## src/rtl/kvs_wr_burst_gen_if.sv

```systemverilog
// Bundle for the write-burst generator: the upstream 512-bit result stream
// plus the AW, W and B channels of the AXI4 master towards global memory.
// The master modport is the generator's view; the slave modport is the view
// of whatever sits on the other side (the producer and the memory).
interface kvs_wr_burst_gen_if #(
    parameter int C_M_AXI_DATA_WIDTH = 512,
    parameter int C_M_AXI_ADDR_WIDTH = 64
);
    logic                            s_tvalid;
    logic                            s_tready;
    logic [C_M_AXI_DATA_WIDTH-1:0]   s_tdata;

    logic                            m_axi_awvalid;
    logic                            m_axi_awready;
    logic [C_M_AXI_ADDR_WIDTH-1:0]   m_axi_awaddr;
    logic [7:0]                      m_axi_awlen;

    logic                            m_axi_wvalid;
    logic                            m_axi_wready;
    logic [C_M_AXI_DATA_WIDTH-1:0]   m_axi_wdata;
    logic [C_M_AXI_DATA_WIDTH/8-1:0] m_axi_wstrb;
    logic                            m_axi_wlast;

    logic                            m_axi_bvalid;
    logic                            m_axi_bready;

    modport master (
        input  s_tvalid, s_tdata,
        output s_tready,
        output m_axi_awvalid, m_axi_awaddr, m_axi_awlen,
        input  m_axi_awready,
        output m_axi_wvalid, m_axi_wdata, m_axi_wstrb, m_axi_wlast,
        input  m_axi_wready,
        input  m_axi_bvalid,
        output m_axi_bready
    );

    modport slave (
        output s_tvalid, s_tdata,
        input  s_tready,
        input  m_axi_awvalid, m_axi_awaddr, m_axi_awlen,
        output m_axi_awready,
        input  m_axi_wvalid, m_axi_wdata, m_axi_wstrb, m_axi_wlast,
        output m_axi_wready,
        output m_axi_bvalid,
        input  m_axi_bready
    );
endinterface

```

## src/rtl/kvs_wr_burst_gen.sv

```systemverilog
// Write-burst generator: turns the per-port result stream into AXI4 write
// bursts of up to C_BURST_BEATS beats starting at a 4 KB-aligned base, keeps
// at most C_MAX_OUTSTANDING bursts unacknowledged, and pulses ctrl_done once
// every beat has been written and every burst has received its B response.
module kvs_wr_burst_gen #(
    parameter int C_M_AXI_DATA_WIDTH = 512,
    parameter int C_M_AXI_ADDR_WIDTH = 64,
    parameter int C_XFER_SIZE_WIDTH  = 32,
    parameter int C_BURST_BEATS      = 64,
    parameter int C_MAX_OUTSTANDING  = 4
) (
    input  logic                          aclk,
    input  logic                          aresetn,
    input  logic                          ctrl_start,
    input  logic [C_M_AXI_ADDR_WIDTH-1:0] ctrl_addr_offset,
    input  logic [C_XFER_SIZE_WIDTH-1:0]  ctrl_xfer_beats,
    output logic                          ctrl_busy,
    output logic                          ctrl_done,
    kvs_wr_burst_gen_if.master            bus
);
    localparam int AW         = C_M_AXI_ADDR_WIDTH;
    localparam int XW         = C_XFER_SIZE_WIDTH;
    localparam int BYTES      = C_M_AXI_DATA_WIDTH / 8;
    localparam int BYTE_SHIFT = $clog2(BYTES);
    localparam int OUT_W      = $clog2(C_MAX_OUTSTANDING) + 1;

    localparam logic [XW-1:0]    BURST_X    = XW'(C_BURST_BEATS);
    localparam logic [XW-1:0]    BURST_LAST = XW'(C_BURST_BEATS - 1);
    localparam logic [XW-1:0]    ONE_X      = XW'(1);
    localparam logic [OUT_W-1:0] MAX_OUT    = OUT_W'(C_MAX_OUTSTANDING);
    localparam logic [OUT_W-1:0] ONE_OUT    = OUT_W'(1);
    localparam logic [AW-1:0]    PAGE_MASK  = ~AW'(12'hFFF);

    typedef enum logic [1:0] {
        ST_IDLE  = 2'd0,
        ST_RUN   = 2'd1,
        ST_DRAIN = 2'd2,
        ST_DONE  = 2'd3
    } state_t;

    state_t            r_state;
    state_t            w_state_next;
    logic              r_busy;
    logic              r_done;
    logic              r_bready;
    logic              r_awvalid;
    logic [AW-1:0]     r_awaddr;
    logic [7:0]        r_awlen;
    logic [AW-1:0]     r_aw_addr;      // start address of the next burst to issue
    logic [XW-1:0]     r_aw_rem;       // beats not yet covered by an accepted AW
    logic [XW-1:0]     r_aw_cnt;       // AW bursts accepted in this transfer
    logic [XW-1:0]     r_w_rem;        // W beats still to be accepted
    logic [XW-1:0]     r_w_beat;       // beat index inside the current W burst
    logic [XW-1:0]     r_w_burst;      // index of the current W burst
    logic [OUT_W-1:0]  r_outstanding;  // accepted AW bursts awaiting B

    logic              w_start;
    logic              w_aw_hs;
    logic              w_w_hs;
    logic              w_b_dec;
    logic              w_aw_issue;
    logic              w_w_enable;
    logic              w_wlast_hit;
    logic [XW-1:0]     w_aw_len;
    logic [AW-1:0]     w_aw_step;
    logic [AW-1:0]     w_base;

    assign w_start     = (r_state == ST_IDLE) && ctrl_start;
    assign w_base      = ctrl_addr_offset & PAGE_MASK;
    assign w_aw_hs     = r_awvalid && bus.m_axi_awready;
    assign w_w_hs      = bus.m_axi_wvalid && bus.m_axi_wready;
    assign w_b_dec     = bus.m_axi_bvalid && r_bready && (r_outstanding != '0);
    assign w_aw_issue  = (r_state == ST_RUN) && !r_awvalid && (r_aw_rem != '0) &&
                         (r_outstanding < MAX_OUT);
    // W may only run inside a burst whose AW has already been accepted.
    assign w_w_enable  = (r_state == ST_RUN) && (r_w_rem != '0) && (r_w_burst < r_aw_cnt);
    // Every burst is full except possibly the final one, which ends with the transfer.
    assign w_wlast_hit = (r_w_beat == BURST_LAST) || (r_w_rem == ONE_X);
    assign w_aw_step   = (AW'(r_awlen) + AW'(1)) << BYTE_SHIFT;

    assign ctrl_busy         = r_busy;
    assign ctrl_done         = r_done;
    assign bus.s_tready      = bus.m_axi_wready & w_w_enable;
    assign bus.m_axi_wvalid  = bus.s_tvalid & w_w_enable;
    assign bus.m_axi_wdata   = bus.s_tdata;
    assign bus.m_axi_wstrb   = {BYTES{1'b1}};
    assign bus.m_axi_wlast   = w_w_enable & w_wlast_hit;
    assign bus.m_axi_awvalid = r_awvalid;
    assign bus.m_axi_awaddr  = r_awaddr;
    assign bus.m_axi_awlen   = r_awlen;
    assign bus.m_axi_bready  = r_bready;

    // Length of the next AW burst: whatever is left, capped at a full burst.
    always_comb begin
        w_aw_len = r_aw_rem;
        if (r_aw_rem > BURST_X) begin
            w_aw_len = BURST_X;
        end else begin
            w_aw_len = r_aw_rem;
        end
    end

    // Control FSM next-state logic.
    always_comb begin
        w_state_next = r_state;
        case (r_state)
            ST_IDLE: begin
                if (ctrl_start) begin
                    if (ctrl_xfer_beats == '0) begin
                        w_state_next = ST_DONE;
                    end else begin
                        w_state_next = ST_RUN;
                    end
                end else begin
                    w_state_next = ST_IDLE;
                end
            end
            ST_RUN: begin
                if ((r_aw_rem == '0) && !r_awvalid && (r_w_rem == '0)) begin
                    w_state_next = ST_DRAIN;
                end else begin
                    w_state_next = ST_RUN;
                end
            end
            ST_DRAIN: begin
                if (r_outstanding == '0) begin
                    w_state_next = ST_DONE;
                end else begin
                    w_state_next = ST_DRAIN;
                end
            end
            ST_DONE:  w_state_next = ST_IDLE;
            default:  w_state_next = ST_IDLE;
        endcase
    end

    // Control FSM state register.
    always_ff @(posedge aclk or negedge aresetn) begin
        if (!aresetn) begin
            r_state <= ST_IDLE;
        end else begin
            r_state <= w_state_next;
        end
    end

    // Busy flag, one-cycle done pulse, and B-ready that rises once out of reset.
    always_ff @(posedge aclk or negedge aresetn) begin
        if (!aresetn) begin
            r_busy   <= 1'b0;
            r_done   <= 1'b0;
            r_bready <= 1'b0;
        end else begin
            r_bready <= 1'b1;
            r_done   <= (r_state == ST_DONE);
            if (w_start) begin
                r_busy <= 1'b1;
            end else if (r_state == ST_DONE) begin
                r_busy <= 1'b0;
            end
        end
    end

    // AW engine: registered request held stable until accepted, then advance.
    always_ff @(posedge aclk or negedge aresetn) begin
        if (!aresetn) begin
            r_awvalid <= 1'b0;
            r_awaddr  <= '0;
            r_awlen   <= 8'd0;
            r_aw_addr <= '0;
            r_aw_rem  <= '0;
            r_aw_cnt  <= '0;
        end else if (w_start) begin
            r_awvalid <= 1'b0;
            r_aw_addr <= w_base;
            r_aw_rem  <= ctrl_xfer_beats;
            r_aw_cnt  <= '0;
        end else if (w_aw_hs) begin
            r_awvalid <= 1'b0;
            r_aw_addr <= r_aw_addr + w_aw_step;
            r_aw_rem  <= r_aw_rem - (XW'(r_awlen) + ONE_X);
            r_aw_cnt  <= r_aw_cnt + ONE_X;
        end else if (w_aw_issue) begin
            r_awvalid <= 1'b1;
            r_awaddr  <= r_aw_addr;
            r_awlen   <= 8'(w_aw_len - ONE_X);
        end
    end

    // W engine: count beats within the burst and bursts within the transfer.
    always_ff @(posedge aclk or negedge aresetn) begin
        if (!aresetn) begin
            r_w_rem   <= '0;
            r_w_beat  <= '0;
            r_w_burst <= '0;
        end else if (w_start) begin
            r_w_rem   <= ctrl_xfer_beats;
            r_w_beat  <= '0;
            r_w_burst <= '0;
        end else if (w_w_hs) begin
            r_w_rem <= r_w_rem - ONE_X;
            if (w_wlast_hit) begin
                r_w_beat  <= '0;
                r_w_burst <= r_w_burst + ONE_X;
            end else begin
                r_w_beat  <= r_w_beat + ONE_X;
            end
        end
    end

    // Outstanding-burst window: up on AW accept, down on B, unchanged on both.
    always_ff @(posedge aclk or negedge aresetn) begin
        if (!aresetn) begin
            r_outstanding <= '0;
        end else if (w_start) begin
            r_outstanding <= '0;
        end else begin
            case ({w_aw_hs, w_b_dec})
                2'b10:   r_outstanding <= r_outstanding + ONE_OUT;
                2'b01:   r_outstanding <= r_outstanding - ONE_OUT;
                default: r_outstanding <= r_outstanding;
            endcase
        end
    end
endmodule

```

## src/flat_wrapper.sv

```systemverilog
// flat-port wrapper written by rule: the top's interface ports become plain ports
module kvs_wr_burst_gen_flat 
#(
    parameter int C_M_AXI_DATA_WIDTH = 512,
    parameter int C_M_AXI_ADDR_WIDTH = 64,
    parameter int C_XFER_SIZE_WIDTH  = 32,
    parameter int C_BURST_BEATS      = 64,
    parameter int C_MAX_OUTSTANDING  = 4
)
  (aclk, aresetn, ctrl_start, ctrl_addr_offset, ctrl_xfer_beats, ctrl_busy, ctrl_done, bus_s_tvalid, bus_s_tdata, bus_s_tready, bus_m_axi_awvalid, bus_m_axi_awaddr, bus_m_axi_awlen, bus_m_axi_awready, bus_m_axi_wvalid, bus_m_axi_wdata, bus_m_axi_wstrb, bus_m_axi_wlast, bus_m_axi_wready, bus_m_axi_bvalid, bus_m_axi_bready);
  kvs_wr_burst_gen_if #(.C_M_AXI_DATA_WIDTH(C_M_AXI_DATA_WIDTH), .C_M_AXI_ADDR_WIDTH(C_M_AXI_ADDR_WIDTH)) bus_i ();
  input  logic aclk;
  input  logic aresetn;
  input  logic ctrl_start;
  input  logic [C_M_AXI_ADDR_WIDTH-1:0] ctrl_addr_offset;
  input  logic [C_XFER_SIZE_WIDTH-1:0] ctrl_xfer_beats;
  output logic ctrl_busy;
  output logic ctrl_done;
  input wire logic [$bits(bus_i.s_tvalid)-1:0] bus_s_tvalid;
  input wire logic [$bits(bus_i.s_tdata)-1:0] bus_s_tdata;
  output wire logic [$bits(bus_i.s_tready)-1:0] bus_s_tready;
  output wire logic [$bits(bus_i.m_axi_awvalid)-1:0] bus_m_axi_awvalid;
  output wire logic [$bits(bus_i.m_axi_awaddr)-1:0] bus_m_axi_awaddr;
  output wire logic [$bits(bus_i.m_axi_awlen)-1:0] bus_m_axi_awlen;
  input wire logic [$bits(bus_i.m_axi_awready)-1:0] bus_m_axi_awready;
  output wire logic [$bits(bus_i.m_axi_wvalid)-1:0] bus_m_axi_wvalid;
  output wire logic [$bits(bus_i.m_axi_wdata)-1:0] bus_m_axi_wdata;
  output wire logic [$bits(bus_i.m_axi_wstrb)-1:0] bus_m_axi_wstrb;
  output wire logic [$bits(bus_i.m_axi_wlast)-1:0] bus_m_axi_wlast;
  input wire logic [$bits(bus_i.m_axi_wready)-1:0] bus_m_axi_wready;
  input wire logic [$bits(bus_i.m_axi_bvalid)-1:0] bus_m_axi_bvalid;
  output wire logic [$bits(bus_i.m_axi_bready)-1:0] bus_m_axi_bready;
  assign bus_i.s_tvalid = bus_s_tvalid;
  assign bus_i.s_tdata = bus_s_tdata;
  assign bus_s_tready = bus_i.s_tready;
  assign bus_m_axi_awvalid = bus_i.m_axi_awvalid;
  assign bus_m_axi_awaddr = bus_i.m_axi_awaddr;
  assign bus_m_axi_awlen = bus_i.m_axi_awlen;
  assign bus_i.m_axi_awready = bus_m_axi_awready;
  assign bus_m_axi_wvalid = bus_i.m_axi_wvalid;
  assign bus_m_axi_wdata = bus_i.m_axi_wdata;
  assign bus_m_axi_wstrb = bus_i.m_axi_wstrb;
  assign bus_m_axi_wlast = bus_i.m_axi_wlast;
  assign bus_i.m_axi_wready = bus_m_axi_wready;
  assign bus_i.m_axi_bvalid = bus_m_axi_bvalid;
  assign bus_m_axi_bready = bus_i.m_axi_bready;
  kvs_wr_burst_gen #(.C_M_AXI_DATA_WIDTH(C_M_AXI_DATA_WIDTH), .C_M_AXI_ADDR_WIDTH(C_M_AXI_ADDR_WIDTH), .C_XFER_SIZE_WIDTH(C_XFER_SIZE_WIDTH), .C_BURST_BEATS(C_BURST_BEATS), .C_MAX_OUTSTANDING(C_MAX_OUTSTANDING)) u_core (.aclk(aclk), .aresetn(aresetn), .ctrl_start(ctrl_start), .ctrl_addr_offset(ctrl_addr_offset), .ctrl_xfer_beats(ctrl_xfer_beats), .ctrl_busy(ctrl_busy), .ctrl_done(ctrl_done), .bus(bus_i));
endmodule
```

## config.mk

```make
export PLATFORM = sky130hd
export DESIGN_NAME = kvs_wr_burst_gen_flat
export DESIGN_NICKNAME = d
export VERILOG_FILES = /design/src/rtl/kvs_wr_burst_gen_if.sv /design/src/rtl/kvs_wr_burst_gen.sv /design/src/flat_wrapper.sv
export SDC_FILE = /design/constraint.sdc
export NUM_CORES = 1
export LEC_CHECK = 0
export CORE_AREA = 2 2 495 497
export CTS_BUF_LIST = sky130_fd_sc_hd__clkbuf_8 sky130_fd_sc_hd__clkbuf_16
export CTS_CLUSTER_DIAMETER = 120
export CTS_CLUSTER_SIZE = 12
export DETAILED_ROUTE_END_ITERATION = 10
export DIE_AREA = 0 0 497 499
export GPL_ROUTABILITY_DRIVEN = 0
export PLACE_DENSITY_LB_ADDON = 0.3
export SLEW_MARGIN = 20
export SYNTH_ARGS = -nofsm -noshare
export SYNTH_HDL_FRONTEND = slang
export SYNTH_SLANG_ARGS = --single-unit
```

## constraint.sdc

```tcl
create_clock -name aclk -period 5.65 [get_ports aclk]
set_input_delay 1.695 -clock aclk [delete_from_list [all_inputs] [get_ports aclk]]
set_output_delay 1.695 -clock aclk [all_outputs]
set_load 0.01 [all_outputs]
```

# ---- Word-level counts from Yosys, hierarchy flattened
# Index checks and enable logic that the tools add are counted.
dict set report totals {
  word_cells 97
  regBits 305
  in_bits 615
}
dict set report classes {
  n_reduce_logical 30
  n_lt_le_gt_ge 3
  bitwise 5
  add_sub_neg 11
  mux 27
  eq_ne 7
}
# operator n
set op_table {}
lappend op_table {{$mux W32} 12}
lappend op_table {{$mux W64} 2}
lappend op_table {{$add A32 B1 Y32 const B} 3}
lappend op_table {{$logic_not A32 Y1} 3}
lappend op_table {{$add A64 B64 Y64} 1}
lappend op_table {{$reduce_bool A32 Y1} 2}
lappend op_table {{$eq A32 B1 Y1 const B} 1}
lappend op_table {{$eq A32 B6 Y1 const B} 1}
lappend op_table {{$gt A32 B7 Y1 const B} 1}
lappend op_table {{$lt A32 B32 Y1} 1}
lappend op_table {{$sub A32 B1 Y32 const B} 1}
lappend op_table {{$sub A32 B9 Y32} 1}
lappend op_table {{$add A8 B1 Y9 const B} 2}
lappend op_table {{$logic_and A1 B1 Y1} 12}
lappend op_table {{$reduce_bool A3 Y1} 3}
lappend op_table {{$mux W8} 1}
lappend op_table {{$pmux W2 S4} 1}
lappend op_table {{$reduce_bool A2 Y1} 4}
lappend op_table {{$sub A8 B1 Y8 const B} 1}
lappend op_table {{$eq A2 B2 Y1 const B} 3}
lappend op_table {{$mux W1} 6}
lappend op_table {{$mux W2} 3}
lappend op_table {{$pmux W3 S2} 1}
lappend op_table {{$eq A2 B1 Y1 const B} 2}
lappend op_table {{12 further kinds} 15}

# ---- Depth between registers and ports, before layout
dict set report depth {
  word_depth 7
  depth_mapped 13
  ltp_nobuf 12
}

# ---- Worst setup path before layout
# No wires, ideal clock.
dict set report synth_path {
  path_type {reg2out}
  startpoint {reg u_core.r_w_rem[0]}
  endpoint {out bus_m_axi_wvalid}
  required_ns 3.955
  n_path_buf 0
  stages_incl_launch_ff 9
  path_slack_ns 1.912
  arrival_time_ns 2.043
  path_cell_list {dfrtp_1 inv_1 ha_1 or4b_1 nor4_2 a211oi_1 nand3_1 a21oi_1 and2_1}
}
dict set report synth_via {
  elab_chain_len 4
}
# item line_no
set synth_lines {}
lappend synth_lines {{from (decl)} kvs_wr_burst_gen.sv:52} ;# logic [XW-1:0] r_w_rem;
lappend synth_lines {{from (signal assigned)} kvs_wr_burst_gen.sv:196} ;# r_w_rem <= ctrl_xfer_beats;
lappend synth_lines {{from (signal assigned)} kvs_wr_burst_gen.sv:200} ;# r_w_rem <= r_w_rem - ONE_X;
lappend synth_lines {{$reduce_bool A32 Y1} kvs_wr_burst_gen.sv:76} ;# assign w_w_enable = (r_state == ST_RUN) && (r_w_rem != '0) && (r_w_burst < r_aw_cnt);
lappend synth_lines {{$logic_and A1 B1 Y1 (2 in a row)} kvs_wr_burst_gen.sv:76}
lappend synth_lines {{$and A1 B1 Y1} kvs_wr_burst_gen.sv:84} ;# assign bus.m_axi_wvalid = bus.s_tvalid & w_w_enable;
lappend synth_lines {{to (decl)} flat_wrapper.sv:26} ;# output wire logic [$bits(bus_i.m_axi_wvalid)-1:0] bus_m_axi_wvalid;
# Every way passes these cells.

# ---- Worst setup path after layout
dict set report layout_path {
  startpoint {reg u_core.r_w_rem[0]}
  endpoint {out bus_s_tready}
}
dict set report layout_via {
  elab_chain_len 4
}
# item line_no
set layout_lines {}
lappend layout_lines {{$reduce_bool A32 Y1} kvs_wr_burst_gen.sv:76}
lappend layout_lines {{$logic_and A1 B1 Y1 (2 in a row)} kvs_wr_burst_gen.sv:76}
lappend layout_lines {{$and A1 B1 Y1} kvs_wr_burst_gen.sv:83} ;# assign bus.s_tready = bus.m_axi_wready & w_w_enable;
lappend layout_lines {{to (decl)} flat_wrapper.sv:21} ;# output wire logic [$bits(bus_i.s_tready)-1:0] bus_s_tready;
# Every way passes these cells.

==> flow_metrics.env <==
export IMPL_hold_class="flip-flop to flip-flop"
export IMPL_grt_usage_pct=7.30
export IMPL_finClkSkew_ps=26.0
export IMPL_dp_hpwl_mm=74.7
export IMPL_status="complete, no violations"
export IMPL_crit_fanout=6
export IMPL_die_x_um=497
export IMPL_avgSynthCellArea_um2=8.88
export IMPL_worst_r2r_setup_slack_ps=1700
export IMPL_drt_iter0_markers=844
export IMPL_nets=2677
export IMPL_io_pins=1270
export IMPL_cts_buffer_depth=3
export IMPL_final_common_cell="dfrtp_1"
export IMPL_synth_seq_cells=293
export IMPL_p_leak_uw=0.00817
export IMPL_clock_root_buffer="clkbuf_16"
export IMPL_post_route_period_util_pct=95.6
export IMPL_cts_resized=1
export IMPL_whs_ps=483
export IMPL_filler_cell_count=28100
export IMPL_critPathCaptureType="output port"
export IMPL_peakVddDrop_v=0.000241
export IMPL_seq_area_mm2=0.00733
export IMPL_slew_violations=0
export IMPL_cp_slowest_cell="clkdlybuf4s50_1"
export IMPL_initial_core_util_pct=8.67
export IMPL_final_area_mm2=0.0233
export IMPL_fmax_mhz=185
export IMPL_layout_common_cells="293 x dfrtp_1, 191 x nand2_1, 162 x clkdlybuf4s50_1"
export IMPL_drive_above_1_share_pct=5.38
export IMPL_critPathKind="flip-flop to output port"
export IMPL_grt_pass1_vias=15300
export IMPL_chipHeight_um=499
export IMPL_area_growth_pct=11.0
export IMPL_setup_viol=0
export IMPL_cts_tree="yes"
export IMPL_rows=181
export IMPL_post_route_drc_count=0
export IMPL_path_cells="inv_1, ha_1, or4b_1, nor4_2, buf_4, a211oi_1, nand3_1, a21oi_2, and2_1, clkdlybuf4s50_1"
export IMPL_finalWorstPathRequiredPeriod_ps=5400
export IMPL_required_ps=3950
export IMPL_grt_pass1_wl_mm=129
export IMPL_overflow=0
export IMPL_io_buffers=163
export IMPL_cts_hold_buf=0
export IMPL_routed_wl_mm=94.3
export IMPL_core_mm2=0.243
export IMPL_syn_inst=2369
export IMPL_path_clk_slew_ps=70
export IMPL_drt_first_pass_iters=5
export IMPL_numCtsBuffers=29
export IMPL_rsz0062_at_grt="no"
export IMPL_yosysUniqueCellTypes=80
export IMPL_cts_max_level=1
export IMPL_synth_edf_count=0
export IMPL_p_per_area_mw_per_mm2=345
export IMPL_hold_violations=0
export IMPL_vias=15300
export IMPL_grt_max_degree=95
export IMPL_fp_dieArea_mm2=0.248
export IMPL_via_per_inst=2.93
export IMPL_ys_warn_count=0
export IMPL_drtAntennaViolNets=0
export IMPL_final_setup_tns_ps=0
export IMPL_clock_sinks=293
export IMPL_slowest_delay_ps=560
export IMPL_post_cts_setup_buffers=0
export IMPL_ys_async_sr_fraction_pct=100
export IMPL_arrival_ps=3710
export IMPL_synthFlopType="dfrtp_1"
export IMPL_max_cap_viol_count=0
export IMPL_slew_headroom_pct=33.4
export IMPL_insertion_delay_ps=620
export IMPL_wl_per_cell_um=18.1
export IMPL_multi_input_area_mm2=0.00902
export IMPL_worst_slew_pin_slew_ps=999
export IMPL_antenna_found_initial=23
export IMPL_synth_area_mm2=0.0210
export IMPL_postPlaceCellArea_mm2=0.0225
export IMPL_cp_start_kind="flip-flop"
export IMPL_seq_area_frac_synth_pct=34.9
## critical path, delay by kind of cell, from the launching register on
kind / cells / cell delay, ps
adder cells (fa/ha/maj): 1 / 290
AO/OA/AOI/OAI: 2 / 780
buffers and inverters: 3 / 810
AND/OR/NAND/NOR: 4 / 790
flip-flops: 1 / 410
## per-layer routing
layer | routed length [um] | part of all wire [%] | GRT usage (%) | vias to the layer above
met4 | 8840 | 9.4 | 5.83 | 8
met2 | 44800 | 48 | 12.4 | 725
met3 | 8450 | 9.0 | 2.71 | 448
met1 | 32100 | 34 | 7.17 | 7264
met5 | 57 | 0.060 | 0 | -
li1 | - | - | - | 6845
## final cells by class
type	instances	share of cell area (%)
multi-input combinational	1415	38.7
clock inverter	5	0.188
inverter	66	1.06
tap	3202	17.2
timing repair buffer	197	8.27
antenna	1	0.0107
clock buffer	31	3.23
sequential	293	31.4
## cell usage after synthesis, types with 20 or more instances
cell type / number / area, um^2
nand2_1: 191 / 717
nor2_1: 129 / 484
o211ai_1: 26 / 195
clkbuf_1: 57 / 214
ha_1: 57 / 713
a31oi_1: 21 / 131
mux2_1: 50 / 563
dfrtp_1: 293 / 7330
nor3_1: 38 / 190
buf_4: 586 / 4400
or3_1: 47 / 294
xor2_1: 49 / 429
inv_1: 66 / 248
nand3_1: 80 / 400
o21ai_0: 132 / 661
a21o_1: 21 / 158
and3_1: 26 / 163
nand4_1: 52 / 325
a21oi_1: 104 / 521
xnor2_1: 77 / 674
and2_1: 20 / 125
nor4_1: 41 / 257
## path summary, 6_finish.rpt
| kind | start | end | cells after the start |
|---|---|---|---|
| max in group asynchronous | aresetn | u_core.bus.m_axi_awvalid$_DFFE_PN0P_ | 2 |
| setup / recovery | u_core.r_w_rem[0]$_DFFE_PN0P_ | bus_s_tready | 10 |
| setup reg to reg | u_core.bus.m_axi_awlen[2]$_DFFE_PN0P_ | u_core.r_aw_addr[63]$_DFFE_PN0N_ | 13 |
| hold reg to reg | u_core.bus.m_axi_awaddr[32]$_DFFE_PN0P_ | u_core.bus.m_axi_awaddr[32]$_DFFE_PN0P_ | 1 |
| min in group asynchronous | aresetn | u_core.bus.m_axi_awaddr[24]$_DFFE_PN0P_ | 1 |
| hold / removal | u_core.bus.m_axi_awaddr[32]$_DFFE_PN0P_ | u_core.bus.m_axi_awaddr[32]$_DFFE_PN0P_ | 1 |
## report_power, final
part | total [uW] | internal (uW) | switching, uW
clock | 1880 | 942 | 937
combinational | 2880 | 1340 | 1540
sequential | 3290 | 2680 | 607
## cell families after synthesis
logic type               after synthesis  synth area share, %
other                                  2               0.0357
XOR/XNOR                             126                 5.25
adder cells (fa/ha/maj)               60                 3.68
buffers and inverters                730                 23.8
AND/OR/NAND/NOR                      694                 16.8
flip-flops                           293                 34.9
AO/OA/AOI/OAI                        397                 11.9
multiplexers                          67                 3.65
## registers in the layout, summed over array words and instances (netlist names), 3 cells and up
register,count
u_core.bus.m_axi_awaddr,58
u_core.r_aw_addr,58
u_core.r_aw_cnt,32
u_core.r_aw_rem,32
u_core.r_w_beat,32
u_core.r_w_burst,32
u_core.r_w_rem,32
u_core.bus.m_axi_awlen,8
u_core.r_outstanding,3
## through the flow
stage	std cells	total power, uW	setup WS [ps]	utilization [%]
floorplan	2438	5350	1910	-
global placement	5173	6240	579	9.29
detailed placement	5173	6270	668	9.29
CTS	5209	8240	201	9.62
global route	5209	8650	47.2	9.62
finish	5210	8050	248	9.62
Note: power is estimated with default switching activity, not from simulation.
